[config.mk]
export PLATFORM = sky130hd
export DESIGN_NAME = control_unit
export DESIGN_NICKNAME = d
export VERILOG_FILES = /design/src/rtl/control_unit.sv
export SDC_FILE = /design/constraint.sdc
export NUM_CORES = 1
export LEC_CHECK = 0
export CORE_ASPECT_RATIO = 0.5
export CORE_UTILIZATION = 42
export CTS_CLUSTER_SIZE = 25
export DETAILED_ROUTE_END_ITERATION = 6
export PLACE_DENSITY = 0.81
export SYNTH_ARGS = -nofsm -noshare
export SYNTH_HDL_FRONTEND = slang
export SYNTH_SLANG_ARGS = --single-unit
export TNS_END_PERCENT = 10
[constraint.sdc]
create_clock -name clk -period 3.2 [get_ports clk]
set_input_delay 0.64 -clock clk [delete_from_list [all_inputs] [get_ports clk]]
set_output_delay 0.64 -clock clk [all_outputs]
set_load 0.01 [all_outputs]
[src/rtl/control_unit.sv]
// Multicycle controller for the 16-bit CPU.
// Sequences FETCH/DECODE/EXEC/MEM/WB and counts retired instructions.
module control_unit #(
  parameter int WORD_SIZE = 16
) (
  input  logic                 clk,
  input  logic                 rst,
  input  logic [4:0]           opcode,
  input  logic [WORD_SIZE-1:0] status_reg,
  input  logic                 mem_ready,
  output logic [1:0]           ALU_in2_mux,
  output logic [1:0]           data_in_mux,
  output logic [1:0]           PC_mux,
  output logic [1:0]           memory_addr_mux,
  output logic                 mem_out_mux,
  output logic                 reg_buff1_write,
  output logic                 reg_buff2_write,
  output logic                 status_reg_write,
  output logic                 ALU_out_write,
  output logic                 reg_write,
  output logic                 PC_write,
  output logic                 IR_write,
  output logic                 mem_write,
  output logic                 halted,
  output logic                 illegal,
  output logic [WORD_SIZE-1:0] retired
);

  typedef enum logic [2:0] {
    S_FETCH  = 3'd0,
    S_DECODE = 3'd1,
    S_EXEC   = 3'd2,
    S_MEM    = 3'd3,
    S_WB     = 3'd4,
    S_HALT   = 3'd5
  } state_t;

  localparam logic [4:0] OP_NOP  = 5'b00000;
  localparam logic [4:0] OP_RR   = 5'b00001;
  localparam logic [4:0] OP_RI   = 5'b00010;
  localparam logic [4:0] OP_LI   = 5'b00011;
  localparam logic [4:0] OP_LD   = 5'b00100;
  localparam logic [4:0] OP_ST   = 5'b00101;
  localparam logic [4:0] OP_LDA  = 5'b00110;
  localparam logic [4:0] OP_STA  = 5'b00111;
  localparam logic [4:0] OP_JMP  = 5'b01000;
  localparam logic [4:0] OP_JR   = 5'b01001;
  localparam logic [4:0] OP_BZ   = 5'b01010;
  localparam logic [4:0] OP_BNZ  = 5'b01011;
  localparam logic [4:0] OP_BN   = 5'b01100;
  localparam logic [4:0] OP_CALL = 5'b01101;
  localparam logic [4:0] OP_CMP  = 5'b01110;
  localparam logic [4:0] OP_HALT = 5'b11111;

  state_t state;
  state_t state_nxt;
  logic   retire;
  logic   retire_c;
  logic [WORD_SIZE-1:0] retired_q;

  logic op_nop, op_rr, op_ri, op_li;
  logic op_ld, op_st, op_lda, op_sta;
  logic op_jmp, op_jr, op_bz, op_bnz;
  logic op_bn, op_call, op_cmp, op_halt;

  assign op_nop  = (opcode == OP_NOP);
  assign op_rr   = (opcode == OP_RR);
  assign op_ri   = (opcode == OP_RI);
  assign op_li   = (opcode == OP_LI);
  assign op_ld   = (opcode == OP_LD);
  assign op_st   = (opcode == OP_ST);
  assign op_lda  = (opcode == OP_LDA);
  assign op_sta  = (opcode == OP_STA);
  assign op_jmp  = (opcode == OP_JMP);
  assign op_jr   = (opcode == OP_JR);
  assign op_bz   = (opcode == OP_BZ);
  assign op_bnz  = (opcode == OP_BNZ);
  assign op_bn   = (opcode == OP_BN);
  assign op_call = (opcode == OP_CALL);
  assign op_cmp  = (opcode == OP_CMP);
  assign op_halt = (opcode == OP_HALT);

  logic flag_z;
  logic flag_n;
  assign flag_z = status_reg[0];
  assign flag_n = status_reg[1];

  logic rb1_c, rb2_c, sw_c, aw_c;
  logic rw_c, pcw_c, irw_c, mw_c;
  logic hlt_c, ill_c;

  always_ff @(posedge clk or posedge rst) begin
    if (rst) begin
      state     <= S_FETCH;
      retired_q <= '0;
    end else begin
      state <= state_nxt;
      if (retire)
        retired_q <= retired_q + 1'b1;
    end
  end

  assign retired = retired_q;

  always_comb begin
    state_nxt       = state;
    ALU_in2_mux     = 2'd0;
    data_in_mux     = 2'd0;
    PC_mux          = 2'd0;
    memory_addr_mux = 2'd0;
    mem_out_mux     = 1'b0;
    rb1_c           = 1'b0;
    rb2_c           = 1'b0;
    sw_c            = 1'b0;
    aw_c            = 1'b0;
    rw_c            = 1'b0;
    pcw_c           = 1'b0;
    irw_c           = 1'b0;
    mw_c            = 1'b0;
    hlt_c           = 1'b0;
    ill_c           = 1'b0;
    retire_c        = 1'b0;

    unique case (state)
      S_FETCH: begin
        if (mem_ready) begin
          irw_c     = 1'b1;
          pcw_c     = 1'b1;
          state_nxt = S_DECODE;
        end
      end

      S_DECODE: begin
        rb1_c = 1'b1;
        rb2_c = 1'b1;
        unique case (1'b1)
          op_nop: begin
            retire_c  = 1'b1;
            state_nxt = S_FETCH;
          end
          op_rr, op_ri, op_cmp,
          op_jmp, op_jr, op_bz,
          op_bnz, op_bn, op_call:
            state_nxt = S_EXEC;
          op_li:
            state_nxt = S_WB;
          op_ld, op_st, op_lda, op_sta:
            state_nxt = S_MEM;
          op_halt:
            state_nxt = S_HALT;
          default: begin
            ill_c     = 1'b1;
            state_nxt = S_FETCH;
          end
        endcase
      end

      S_EXEC: begin
        state_nxt = S_FETCH;
        unique case (1'b1)
          op_rr, op_ri: begin
            ALU_in2_mux = op_ri ? 2'd1 : 2'd0;
            aw_c        = 1'b1;
            sw_c        = 1'b1;
            state_nxt   = S_WB;
          end
          op_cmp: begin
            sw_c     = 1'b1;
            retire_c = 1'b1;
          end
          op_jmp: begin
            PC_mux   = 2'd1;
            pcw_c    = 1'b1;
            retire_c = 1'b1;
          end
          op_jr: begin
            PC_mux   = 2'd2;
            pcw_c    = 1'b1;
            retire_c = 1'b1;
          end
          op_bz, op_bnz, op_bn: begin
            PC_mux   = 2'd1;
            pcw_c    = (op_bz & flag_z) |
                       (op_bnz & ~flag_z) |
                       (op_bn & flag_n);
            retire_c = 1'b1;
          end
          op_call: begin
            data_in_mux = 2'd3;
            rw_c        = 1'b1;
            PC_mux      = 2'd1;
            pcw_c       = 1'b1;
            retire_c    = 1'b1;
          end
          default: ;
        endcase
      end

      S_MEM: begin
        unique case (1'b1)
          op_ld, op_lda: begin
            memory_addr_mux = op_lda ? 2'd2 : 2'd1;
            data_in_mux     = 2'd1;
            rw_c            = mem_ready;
          end
          op_st, op_sta: begin
            memory_addr_mux = op_sta ? 2'd2 : 2'd1;
            mem_out_mux     = op_sta;
            mw_c            = 1'b1;
          end
          default: ;
        endcase
        if (mem_ready) begin
          retire_c  = 1'b1;
          state_nxt = S_FETCH;
        end
      end

      S_WB: begin
        data_in_mux = op_li ? 2'd2 : 2'd0;
        rw_c        = 1'b1;
        retire_c    = 1'b1;
        state_nxt   = S_FETCH;
      end

      S_HALT: begin
        hlt_c = 1'b1;
      end

      default: state_nxt = S_FETCH;
    endcase
  end

  // Reset masks every strobe immediately, ahead of the async state clear.
  assign reg_buff1_write  = rb1_c & ~rst;
  assign reg_buff2_write  = rb2_c & ~rst;
  assign status_reg_write = sw_c  & ~rst;
  assign ALU_out_write    = aw_c  & ~rst;
  assign reg_write        = rw_c  & ~rst;
  assign PC_write         = pcw_c & ~rst;
  assign IR_write         = irw_c & ~rst;
  assign mem_write        = mw_c  & ~rst;
  assign halted           = hlt_c & ~rst;
  assign illegal          = ill_c & ~rst;
  assign retire           = retire_c & ~rst;

endmodule
==> impl_metrics.env, run 1 <==
export IMPL_status="finished clean"
export IMPL_finalSetupViolations=0
export IMPL_gp_congestion=0.8775
export IMPL_yosys_area_top_type_share_pct=36.02
export IMPL_start_util_pct=47.46
export IMPL_synthArstFlopShare_pct=100.0
export IMPL_cts_buffers=3
export IMPL_seq_area_um2=475.5
export IMPL_fin_crit_ns=3.120
export IMPL_p_sw_mw=0.2450
export IMPL_slew_viol_final=0
export IMPL_yosys_warnings=0
export IMPL_grt_max_degree=20
export IMPL_die_area_mm2=0.003385
export IMPL_dpl_cell_area_mm2=0.001852
export IMPL_layout_common_cells="clkdlybuf4s50_1, dfrtp_1, buf_4, nor2_1, xnor2_1"
export IMPL_via_per_inst=5.424
export IMPL_crit_top_cell="clkdlybuf4s50_1"
export IMPL_cp_startpoint="opcode[2]"
export IMPL_cp_slowest_cell="clkdlybuf4s50_1"
export IMPL_area_growth_pct=45.59
export IMPL_p_int_mw=0.4867
export IMPL_ys_types=43
export IMPL_reg2reg_to="retired[15]$_DFFE_PP0P_"
export IMPL_worstHoldStart="retired[14]$_DFFE_PP0P_"
export IMPL_mostFrequentLayoutCell="clkdlybuf4s50_1"
export IMPL_critPathMaxStageDelay_ns=0.58
export IMPL_required_ns=2.56
export IMPL_power_leakage_nw=0.8714
export IMPL_clkPwrFrac_pct=23.9
export IMPL_finalWorstSetupSlack_ns=0.08004
export IMPL_max_freq_ghz=0.3205
export IMPL_grt_overflow_total=0
export IMPL_crit_path_end_kind="output pin"
export IMPL_cp_endpoint="ALU_in2_mux[0]"
export IMPL_maxCapViolCount=0
export IMPL_fin_crit_sh_pct=97.50
export IMPL_hpwl_um=2522
export IMPL_post_place_ws_ns=-0.08167
export IMPL_synth_edf_count=0
export IMPL_p_sw_share_pct=33.48
export IMPL_relSlewSlack_pct=53.24
export IMPL_grt_pass1_vias=1191
export IMPL_start_kind="primary input"
export IMPL_rsz0062_at_grt="no"
export IMPL_wl_um=3379
export IMPL_diodes=0
export IMPL_antenna_left=0
export IMPL_post_drt_wl_per_cell_um=14.32
export IMPL_cts_tree="done"
export IMPL_arrival_ns=2.48
export IMPL_fill_cells=224
export IMPL_clock_latency_ns=0.26
export IMPL_hold_viol=0
export IMPL_yosysSeqAreaShare_pct=36.02
export IMPL_nets=225
export IMPL_worst_r2r_cell_count=6
export IMPL_drive_above_1_share_pct=17.09
export IMPL_final_util_pct=69.10
export IMPL_r2r_start="state[2]$_DFFE_PP0P_"
export IMPL_path_buf_inv=2
export IMPL_h_tree_depth=1
export IMPL_p_comb_share_pct=33.9
export IMPL_grt_usage_pct=22.19
export IMPL_coreArea_mm2=0.002781
export IMPL_clkSinkCount=19
export IMPL_critical_path_cell_count=4
export IMPL_vias=1280
export IMPL_seqPwrFrac_pct=42.2
export IMPL_holdBufCountCts=0
export IMPL_cp_max_fo=3
export IMPL_design_area_mm2=0.001922
export IMPL_synth_ff_type="dfrtp_1"
export IMPL_min_path_type="reg -> reg"
export IMPL_cts_root_buf="clkbuf_8"
export IMPL_powerDensity_mw_per_mm2=380.7
export IMPL_fp_dieW_um=81.28
export IMPL_setup_worst_path_class="in -> out"
export IMPL_io_buffer_count=43
export IMPL_num_rows=13
export IMPL_peakVddDrop_uv=363.2
export IMPL_syn_area_mm2=0.001320
export IMPL_antenna_found_initial=0
export IMPL_drt_first_iter_violations=77
export IMPL_grt_pass1_wl_um=5678
export IMPL_clk_path_buf_depth=2
export IMPL_ff2ff_setup_slack_ns=0.68
export IMPL_synthCells=148
export IMPL_finalClockSkew_ns=0.007314
export IMPL_cts_clk_slew_worst_paths_ns=0.07
export IMPL_io_pins=59
export IMPL_hold_ws_ns=0.5038
export IMPL_fin_setup_tns_ns=0
export IMPL_path_cells="clkdlybuf4s50_1 > or4_4 > nor4b_2 > clkdlybuf4s50_1"
export IMPL_synth_seq_cells=19
export IMPL_synth_top_area_cell="dfrtp_1"
export IMPL_syn_nets=173
export IMPL_worstMarginPinSlew_ns=0.7006
export IMPL_drc=0
export IMPL_multiInputGateArea_um2=764.5
export IMPL_syn_area_per_cell_um2=8.919
export IMPL_die_h_um=41.64
export IMPL_netlist_top_cells_area="dfrtp_1, xnor2_1, nor2_1"
export IMPL_dr_pass1_iters=4
export IMPL_path_delay_family="buffers and inverters"
-- power by group through the flow --
stage / clock (mW) / combinational [mW] / sequential (mW)
finish: 0.175 / 0.248 / 0.309
global placement: 0 / 0.241 / 0.309
floorplan: 0 / 0.140 / 0.306
CTS: 0.180 / 0.249 / 0.308
detailed placement: 0 / 0.246 / 0.309
global route: 0.191 / 0.272 / 0.314
-- worst min-delay path by stage --
stage | to | slack [ns] | cells past startpoint
floorplan | retired[15]$_DFFE_PP0P_ | 0.51 | 1
global placement | retired[15]$_DFFE_PP0P_ | 0.46 | 1
detailed placement | retired[11]$_DFFE_PP0P_ | 0.49 | 1
CTS | retired[11]$_DFFE_PP0P_ | 0.51 | 1
global route | retired[14]$_DFFE_PP0P_ | 0.53 | 1
finish | retired[14]$_DFFE_PP0P_ | 0.50 | 1
-- Yosys cell counts (all sizes together), types with 2 or more instances --
library cell and n:
nand2b 2, o22ai 2, clkbuf 8, and3 8, nor3 4, nor2b 3, xor2 2, o21ai 3
buf 5, nand2 10, dfrtp 19, nand4 8, inv 5, xnor2 16, or4 2, and4 3
a21oi 5, nor2 15, nand3 8, and2 3
-- cell families (layout without fill, tap and decap cells) --
logic type / Yosys count / count (layout) / synth area share (%)
AOI/OAI and AO/OA: 18 / 18 / 10.14
DFF: 19 / 19 / 36.02
other: 1 / 1 / 0.2841
xor gates and xnor gates: 18 / 18 / 12.51
buffers and inverters: 18 / 69 / 6.919
adders and majority gates: 1 / 1 / 0.9477
and+or+nand+nor: 71 / 71 / 31.57
muxes: 2 / 2 / 1.611
-- metrics by stage --
stage | std cells | power [mW]
floorplan | 148 | 0.4462
global placement | 232 | 0.5500
detailed placement | 232 | 0.5547
CTS | 236 | 0.7367
finish | 236 | 0.7316
global route | 236 | 0.7773
-- repair_timing --
item	4_1_cts	5_1_grt
buffers inserted	0	0
hold endpoints to repair	0	0
setup endpoints to repair	2	4
gates resized for setup	2	4
-- cell type report --
| cell class | count | area share (%) |
|---|---|---|
| clock buffers | 3 | 2.148 |
| clock inverters | 1 | 0.3906 |
| inverters | 5 | 0.9766 |
| multi-input cells | 111 | 39.78 |
| flip-flops and latches | 19 | 24.74 |
| well taps | 37 | 2.409 |
| repair buffers | 60 | 29.56 |
-- registers in the layout, summed over array words and instances, names as in the netlist --
| register | count |
|---|---|
| retired | 16 |
| state | 3 |
-- metal layers --
layer,routed length (um),GRT usage [%],vias up
li1,-,-,620
met1,1520,29.32,614
met2,1667,36.67,44
met3,177,4.615,2
met4,13,6.071,0
met5,0,0,-
Note: power is estimated with default switching activity, not from simulation.
==> run 2: changes to the inputs <==
GPL_TIMING_DRIVEN = 0   (was unset)
clock period = 2.9 ns   (was 3.2 ns; I/O delays follow)
==> impl_metrics.env, run 2 (same netlist as run 1, synthesis figures left out) <==
export IMPL_coreArea_mm2=0.002781
export IMPL_clkPwrFrac_pct=22.8
export IMPL_maxCapViolCount=0
export IMPL_hpwl_um=2315
export IMPL_arrival_ns=2.22
export IMPL_cts_buffers=3
export IMPL_antenna_found_initial=0
export IMPL_gp_congestion=0.8469
export IMPL_holdBufCountCts=0
export IMPL_post_place_ws_ns=-0.3231
export IMPL_post_drt_wl_per_cell_um=14.35
export IMPL_path_cells="clkdlybuf4s50_1 > clkbuf_4 > nor2_2 > nand4_1 > nor2_1 > clkdlybuf4s50_1"
export IMPL_die_h_um=41.64
export IMPL_p_int_mw=0.5314
export IMPL_grt_pass1_vias=1067
export IMPL_p_comb_share_pct=35.2
export IMPL_hold_ws_ns=0.4776
export IMPL_finalWorstSetupSlack_ns=0.1005
export IMPL_area_growth_pct=38.77
export IMPL_cp_slowest_cell="clkdlybuf4s50_1"
export IMPL_dpl_cell_area_mm2=0.001757
export IMPL_layout_common_cells="clkdlybuf4s50_1, dfrtp_1, xnor2_1, nor2_1, nand2_1"
export IMPL_grt_pass1_wl_um=5244
export IMPL_grt_usage_pct=20.16
export IMPL_max_freq_ghz=0.3572
export IMPL_fin_crit_ns=2.800
export IMPL_p_sw_mw=0.2620
export IMPL_finalSetupViolations=0
export IMPL_cts_tree="done"
export IMPL_worstHoldStart="retired[15]$_DFFE_PP0P_"
export IMPL_mostFrequentLayoutCell="clkdlybuf4s50_1"
export IMPL_hold_viol=0
export IMPL_cp_max_fo=10
export IMPL_cts_root_buf="clkbuf_8"
export IMPL_peakVddDrop_uv=516.4
export IMPL_io_pins=59
export IMPL_power_leakage_nw=0.8182
export IMPL_reg2reg_to="retired[13]$_DFFE_PP0P_"
export IMPL_clk_path_buf_depth=2
export IMPL_path_buf_inv=3
export IMPL_die_area_mm2=0.003385
export IMPL_path_delay_family="buffers and inverters"
export IMPL_io_buffer_count=39
export IMPL_grt_max_degree=20
export IMPL_num_rows=13
export IMPL_rsz0062_at_grt="no"
export IMPL_slew_viol_final=0
export IMPL_crit_path_end_kind="output pin"
export IMPL_antenna_left=0
export IMPL_wl_um=3287
export IMPL_drive_above_1_share_pct=14.06
export IMPL_h_tree_depth=1
export IMPL_status="finished clean"
export IMPL_required_ns=2.32
export IMPL_fin_crit_sh_pct=96.54
export IMPL_start_kind="primary input"
export IMPL_via_per_inst=5.480
export IMPL_fp_dieW_um=81.28
export IMPL_seq_area_um2=475.5
export IMPL_design_area_mm2=0.001832
export IMPL_fill_cells=237
export IMPL_relSlewSlack_pct=53.27
export IMPL_holdPathStages=1
export IMPL_ff2ff_setup_slack_ns=0.47
export IMPL_nets=218
export IMPL_drc=0
export IMPL_seqPwrFrac_pct=42.0
export IMPL_powerDensity_mw_per_mm2=433.1
export IMPL_largest_reg_flops=16
export IMPL_hold_path_endpoint="retired[15]$_DFFE_PP0P_"
export IMPL_grt_overflow_total=0
export IMPL_multiInputGateArea_um2=772.0
export IMPL_diodes=0
export IMPL_critical_path_cell_count=6
export IMPL_p_sw_share_pct=33.02
export IMPL_setup_worst_path_class="in -> out"
export IMPL_crit_top_cell="clkdlybuf4s50_1"
export IMPL_worstMarginPinSlew_ns=0.7001
export IMPL_clkSinkCount=19
export IMPL_finalClockSkew_ns=0.001380
export IMPL_start_util_pct=47.46
export IMPL_dr_pass1_iters=6
export IMPL_critPathMaxStageDelay_ns=0.55
export IMPL_worst_r2r_cell_count=7
export IMPL_drt_first_iter_violations=60
export IMPL_min_path_type="reg -> reg"
export IMPL_cts_clk_slew_worst_paths_ns=0.07
export IMPL_clock_latency_ns=0.25
export IMPL_vias=1255
export IMPL_r2r_start="state[2]$_DFFE_PP0P_"
-- run 2: changes by cell type in the layout (fill, tap and decap cells not counted), moves of 7 or more --
cell / before / now
clkbuf_1: 0 / 7
dlygate4sd2_1: 0 / 7
clkdlybuf4s50_1: 39 / 30
buf_4: 17 / 4
-- run 2: cell type report --
class | count | area share [%]
Buffer | 13 | 4.372
Multi-Input combinational cell | 111 | 42.14
Sequential cell | 19 | 25.96
Timing Repair Buffer | 40 | 21.52
Clock buffer | 4 | 2.459
Inverter | 5 | 1.025
Tap cell | 37 | 2.527
-- run 2: what timing repair did --
| item | 4_1_cts | 5_1_grt |
|---|---|---|
| buffers inserted | 1 | 0 |
| setup endpoints to repair | 14 | 3 |
| gates resized for setup | 14 | 7 |
| hold endpoints to repair | 0 | 0 |
| pin swaps | 1 | 3 |
-- run 2: through the flow --
step / TNS (ns) / power (mW) / util, % / cells
floorplan: 0 / 0.4924 / - / 148
global placement: -1.681 / 0.6011 / 63.16 / 224
detailed placement: -1.767 / 0.6073 / 63.16 / 224
CTS: -0.02853 / 0.7914 / 65.50 / 229
global route: 0 / 0.8459 / 65.86 / 229
finish: 0 / 0.7934 / 65.86 / 229
-- run 2: worst max-delay path by stage --
stage / from / end / slack [ns]
2_1_floorplan: opcode[4] / retired[13]$_DFFE_PP0P_ / 0.47
3_5_place_dp: opcode[2] / reg_write / -0.32
3_3_place_gp: opcode[2] / reg_write / -0.31
4_1_cts: opcode[2] / PC_write / -0.03
6_report: opcode[3] / mem_out_mux / 0.10
5_1_grt: opcode[3] / mem_out_mux / 0.008
-- run 2: per-layer routing --
| layer | wire [um] | GRT usage, % |
|---|---|---|
| met1 | 1491 | 29.25 |
| met2 | 1573 | 32.00 |
| met3 | 208 | 3.956 |
| met4 | 13 | 2.143 |
| met5 | 0 | 0 |
-- run 2: power groups by stage --
stage                     logic (mW)  clock network [mW]  registers, mW
final                          0.279               0.181          0.333
after global placement         0.268                   0          0.333
after floorplan                0.155                   0          0.338
after global routing           0.307               0.200          0.339
after detailed placement       0.272                   0          0.335
after CTS                      0.277               0.184          0.331
